--- config.mk ---
export PLATFORM = sky130hd
export DESIGN_NAME = sum_accum
export DESIGN_NICKNAME = d
export VERILOG_FILES = /design/src/rtl/sum_pkg.sv /design/src/rtl/sum.sv /design/src/rtl/sum_accum.sv
export SDC_FILE = /design/constraint.sdc
export NUM_CORES = 1
export LEC_CHECK = 0
export BUFFER_PORTS_ARGS = -buffer_cell sky130_fd_sc_hd__buf_4
export CELL_PAD_IN_SITES_DETAIL_PLACEMENT = 0
export CELL_PAD_IN_SITES_GLOBAL_PLACEMENT = 1
export CORE_AREA = 2 2 41 81
export DETAILED_ROUTE_END_ITERATION = 16
export DIE_AREA = 0 0 43 83
export GPL_ROUTABILITY_DRIVEN = 0
export PLACE_DENSITY_LB_ADDON = 0.1
export SKIP_CTS_REPAIR_TIMING = 1
export SYNTH_ARGS = -nofsm -noshare
export SYNTH_HDL_FRONTEND = slang
export SYNTH_SLANG_ARGS = --single-unit
--- constraint.sdc ---
create_clock -name clk -period 6.54 [get_ports clk]
set_input_delay 0.654 -clock clk [delete_from_list [all_inputs] [get_ports clk]]
set_output_delay 0.654 -clock clk [all_outputs]
set_load 0.01 [all_outputs]
--- src/rtl/sum_pkg.sv ---
// Shared types and widths for the sum adder and the sum_accum frame accumulator.
`ifndef BUS_WIDTH
`define BUS_WIDTH 8
`endif

package sum_pkg;
  localparam int W = `BUS_WIDTH;

  typedef enum logic {
    ACC,
    DONE
  } acc_state_t;
endpackage

--- src/rtl/sum.sv ---
// Combinational ripple-carry adder; the carry-out is discarded, so the result wraps modulo 2^W.
`ifndef BUS_WIDTH
`define BUS_WIDTH 8
`endif

module sum
  import sum_pkg::*;
(
  input  logic [W-1:0] in1,
  input  logic [W-1:0] in2,
  output logic [W-1:0] out
);

  logic carry;

  always_comb begin
    out   = '0;
    carry = 1'b0;
    for (int unsigned i = 0; i < W; i++) begin
      out[i] = in1[i] ^ in2[i] ^ carry;
      carry  = (in1[i] & in2[i]) | (carry & (in1[i] ^ in2[i]));
    end
  end

endmodule

--- src/rtl/sum_accum.sv ---
// Streaming frame accumulator: adds COUNT handshaked samples through the sum adder and
// presents the wrapped total plus a sticky carry flag on a valid/ready output.
`ifndef BUS_WIDTH
`define BUS_WIDTH 8
`endif

module sum_accum
  import sum_pkg::*;
#(
  parameter int COUNT = 4
) (
  input  logic         clk,
  input  logic         rst,
  input  logic         in_valid,
  output logic         in_ready,
  input  logic [W-1:0] in_data,
  output logic         out_valid,
  input  logic         out_ready,
  output logic [W-1:0] out_data,
  output logic         out_ovf
);

  localparam int CW = $clog2(COUNT + 1);
  localparam logic [CW-1:0] LAST = CW'(COUNT - 1);

  acc_state_t    state;
  logic [W-1:0]  acc;
  logic [CW-1:0] cnt;
  logic          ovf;
  logic [W-1:0]  sum_out;
  logic          carry;
  logic          in_fire;
  logic          out_fire;

  sum u_sum (
    .in1 (acc),
    .in2 (in_data),
    .out (sum_out)
  );

  // The adder has no carry port; a wrapped result is smaller than the old accumulator.
  assign carry    = (sum_out < acc);
  assign in_fire  = in_valid & in_ready;
  assign out_fire = out_valid & out_ready;

  always_ff @(posedge clk) begin
    if (rst) begin
      state     <= ACC;
      acc       <= '0;
      cnt       <= '0;
      ovf       <= 1'b0;
      in_ready  <= 1'b1;
      out_valid <= 1'b0;
      out_data  <= '0;
      out_ovf   <= 1'b0;
    end else begin
      case (state)
        ACC: begin
          if (in_fire) begin
            acc <= sum_out;
            ovf <= ovf | carry;
            if (cnt == LAST) begin
              cnt       <= '0;
              state     <= DONE;
              in_ready  <= 1'b0;
              out_valid <= 1'b1;
              out_data  <= sum_out;
              out_ovf   <= ovf | carry;
            end else begin
              cnt <= cnt + CW'(1);
            end
          end
        end
        DONE: begin
          if (out_fire) begin
            acc       <= '0;
            ovf       <= 1'b0;
            state     <= ACC;
            in_ready  <= 1'b1;
            out_valid <= 1'b0;
          end
        end
        default: state <= ACC;
      endcase
    end
  end

endmodule

==> out/results.txt <==
Final wirelength - 2520 µm
Status - finished, final reports clean
Hold crit path type - reg2reg
Die Span Y - 83 µm
Met3 Use GR - 1.96%
Met1 Usage GRT - 19.3%
Final Max Tran Viols - 0
Die W - 43 µm
Setup crit end kind - flop
Relative max-transition margin - 74.8%
Lkg Pwr - 0.627 nW
First-pass GRT wire length - 4470 µm
Layout Nets - 179
Clk sink count - 24
CTS buffer count - 3
DR pass1 iterations - 4
Synth Area per Inst - 9.74 µm²
Core area - 0.00294 mm²
Critical Path Source Type - input port
TNS Setup - 0 ns
Clock root buffer - clkbuf_8
Sequential share of the synthesized area - 37.6%
Crit-path max FO - 3
Critical path arrival - 4.29 ns
Ports - 23
Final Hold Viols - 0
PortBufs - 22
Share of cells above drive strength 1 - 25.8%
GR peak layer - met2
Number of synthesis warnings - 0
Setup WS post-layout - 2.39 ns
CP required - 6.68 ns
Number of global-route vias before repair - 961
DP HPWL - 1950 µm
Setup-failing EPs final - 0
Detailed-route via count - 935
Register area - 480 µm²
Vias/cell - 5.17
DR WL/cell - 13.9 µm
Place WS - 2.08 ns
CTS tree - yes
Met2 Use GR - 28.0%
Antenna diode count - 0
Hold path depth - 2
Unrepaired setup endpoints after global routing - no
Antenna-violating nets left - 0
Fmax - 0.241 GHz
Largest net degree at the start of global routing - 26
Placed cell area - 0.00144 mm²
Cell depth of the worst flop-to-flop path - 15
Skew-Pair Late Insertion Delay - 0.26 ns
Overflow after GRT - 0
Worst clock skew - 0.00264 ns
Cell Pwr Density - 238 mW/mm²
Synth Net Count - 157
# H-tree levels - 1
Multi-input logic area - 673 µm²
First DRT Iteration DRCs - 15
Die area - 0.00357 mm²
Post-synth cell types - 32
Hold slack - 0.472 ns
Max-cap violations - 0
Initial antenna violation count - 0
CP Class - in2reg
Layout area overhead - 15.7%
Fill cells - 312
Remaining DRCs - 0
Final instance area - 0.00148 mm²
Worst vdd ir - 0.000137 V
Register bit count reported by yosys - 24
Post-layout power - 352 µW
Cell area after synthesis - 0.00128 mm²
Starting density of the core - 43.4%
Cells after synthesis - 131
Tmin final - 4.15 ns
Final Cycle Share - 63.4%
Tot GR Track Use - 16.3%
Rows - 28
CTS Buffer Depth - 2
Measured slew at the worst slew-check pin - 0.377 ns
Clock Pin Slew Worst Setup and Hold Paths - 0.08 ns
sequential cells by signal, indices dropped and copies added (netlist names):
register and cells:
out_valid 1, in_ready 1, out_ovf 1, out_data 8, ovf 1, acc 8, state 1, cnt 3
metal layers:
metal  part of all wire [%]  vias to the layer above
li1                       -                      472
met1                     40                      439
met2                     54                       17
met3                    2.8                        7
met4                    3.1                        0
met5                      0                        -
final timing paths:
| path | to | from | slack, ns |
|---|---|---|---|
| setup / recovery | out_ovf | in_data[0] | 2.39 |
| hold / removal | cnt[1] | cnt[1] | 0.47 |
| setup reg to reg | out_ovf | acc[0] | 2.52 |
| hold reg to reg | cnt[1] | cnt[1] | 0.47 |
layout by cell type, fill, tap and decap left out, types with 2 or more instances in the layout:
cell,count
dfxtp_1,24
buf_4,23
inv_1,19
nor2_1,19
a21oi_1,9
ha_1,8
a22oi_1,6
fa_1,6
nand2_1,5
a211oi_2,5
xnor2_1,3
mux2i_1,3
clkbuf_8,3
nand2b_1,2
o21ai_0,2
power breakdown:
part / leakage, nW / switching, mW / total, mW / internal [mW]
registers: 0.196 / 0.00705 / 0.163 / 0.156
clock network: 0.0216 / 0.0447 / 0.0859 / 0.0412
logic: 0.410 / 0.0561 / 0.103 / 0.0466
total: 0.627 / 0.108 / 0.352 / 0.244
Yosys cell counts:
| master | number | area share (%) |
|---|---|---|
| a211o_1 | 1 | 0.69 |
| a211oi_1 | 1 | 0.59 |
| a211oi_2 | 5 | 4.9 |
| a21oi_1 | 9 | 3.5 |
| a22oi_1 | 6 | 3.5 |
| and2_1 | 1 | 0.49 |
| and3_2 | 1 | 0.59 |
| and3b_2 | 1 | 0.78 |
| buf_12 | 1 | 1.6 |
| buf_2 | 1 | 0.39 |
| buf_4 | 1 | 0.59 |
| buf_6 | 1 | 0.88 |
| clkbuf_1 | 2 | 0.59 |
| dfxtp_1 | 24 | 38 |
| fa_1 | 6 | 9.4 |
| ha_1 | 8 | 7.8 |
| inv_1 | 19 | 5.6 |
| mux2i_1 | 3 | 2.4 |
| nand2_1 | 5 | 1.5 |
| nand2b_1 | 2 | 0.98 |
| nand3b_4 | 1 | 1.6 |
| nor2_1 | 19 | 5.6 |
| nor2_2 | 1 | 0.49 |
| nor3_1 | 1 | 0.39 |
| nor3b_2 | 1 | 0.98 |
| nor4_1 | 1 | 0.49 |
| o2111ai_1 | 1 | 0.69 |
| o21ai_0 | 2 | 0.78 |
| o21ai_2 | 1 | 0.69 |
| o32ai_2 | 1 | 1.3 |
| or3_2 | 1 | 0.59 |
| xnor2_1 | 3 | 2.1 |
cell families (layout without fill, tap and decap cells):
family | Yosys count | in the layout | share of synthesized area [%]
and+or+nand+nor | 35 | 35 | 14.4
AOI/OAI and AO/OA | 27 | 27 | 16.7
buffers and inverters | 25 | 45 | 9.61
DFF | 24 | 24 | 37.6
adders and majority gates | 14 | 14 | 17.3
xor gates and xnor gates | 3 | 3 | 2.06
muxes | 3 | 3 | 2.35
layout make-up:
class,count,area share (%)
clock buffer,3,2.80
tap,30,2.54
timing repair buffer,23,11.7
multi-input combinational,82,45.6
inverter,19,4.83
sequential,24,32.5
metrics by stage:
step / cells / utilization [%]
final: 181 / 50.2
after global routing: 181 / 50.2
after CTS: 181 / 50.2
after detailed placement: 178 / 48.8
after global placement: 178 / 48.8
after floorplan: 131 / -
critical path, stage by stage:
cell      delay (ns)
buf_4           0.08
ha_1            0.13
inv_1           0.05
fa_1            0.40
fa_1            0.41
fa_1            0.40
fa_1            0.39
fa_1            0.38
inv_1           0.08
fa_1            0.18
xnor2_1         0.18
xnor2_1         0.13
ha_1            0.31
nand2_1         0.06
a211oi_1        0.32
o32ai_2         0.14
No activity file was read; power rests on OpenSTA's default activity.
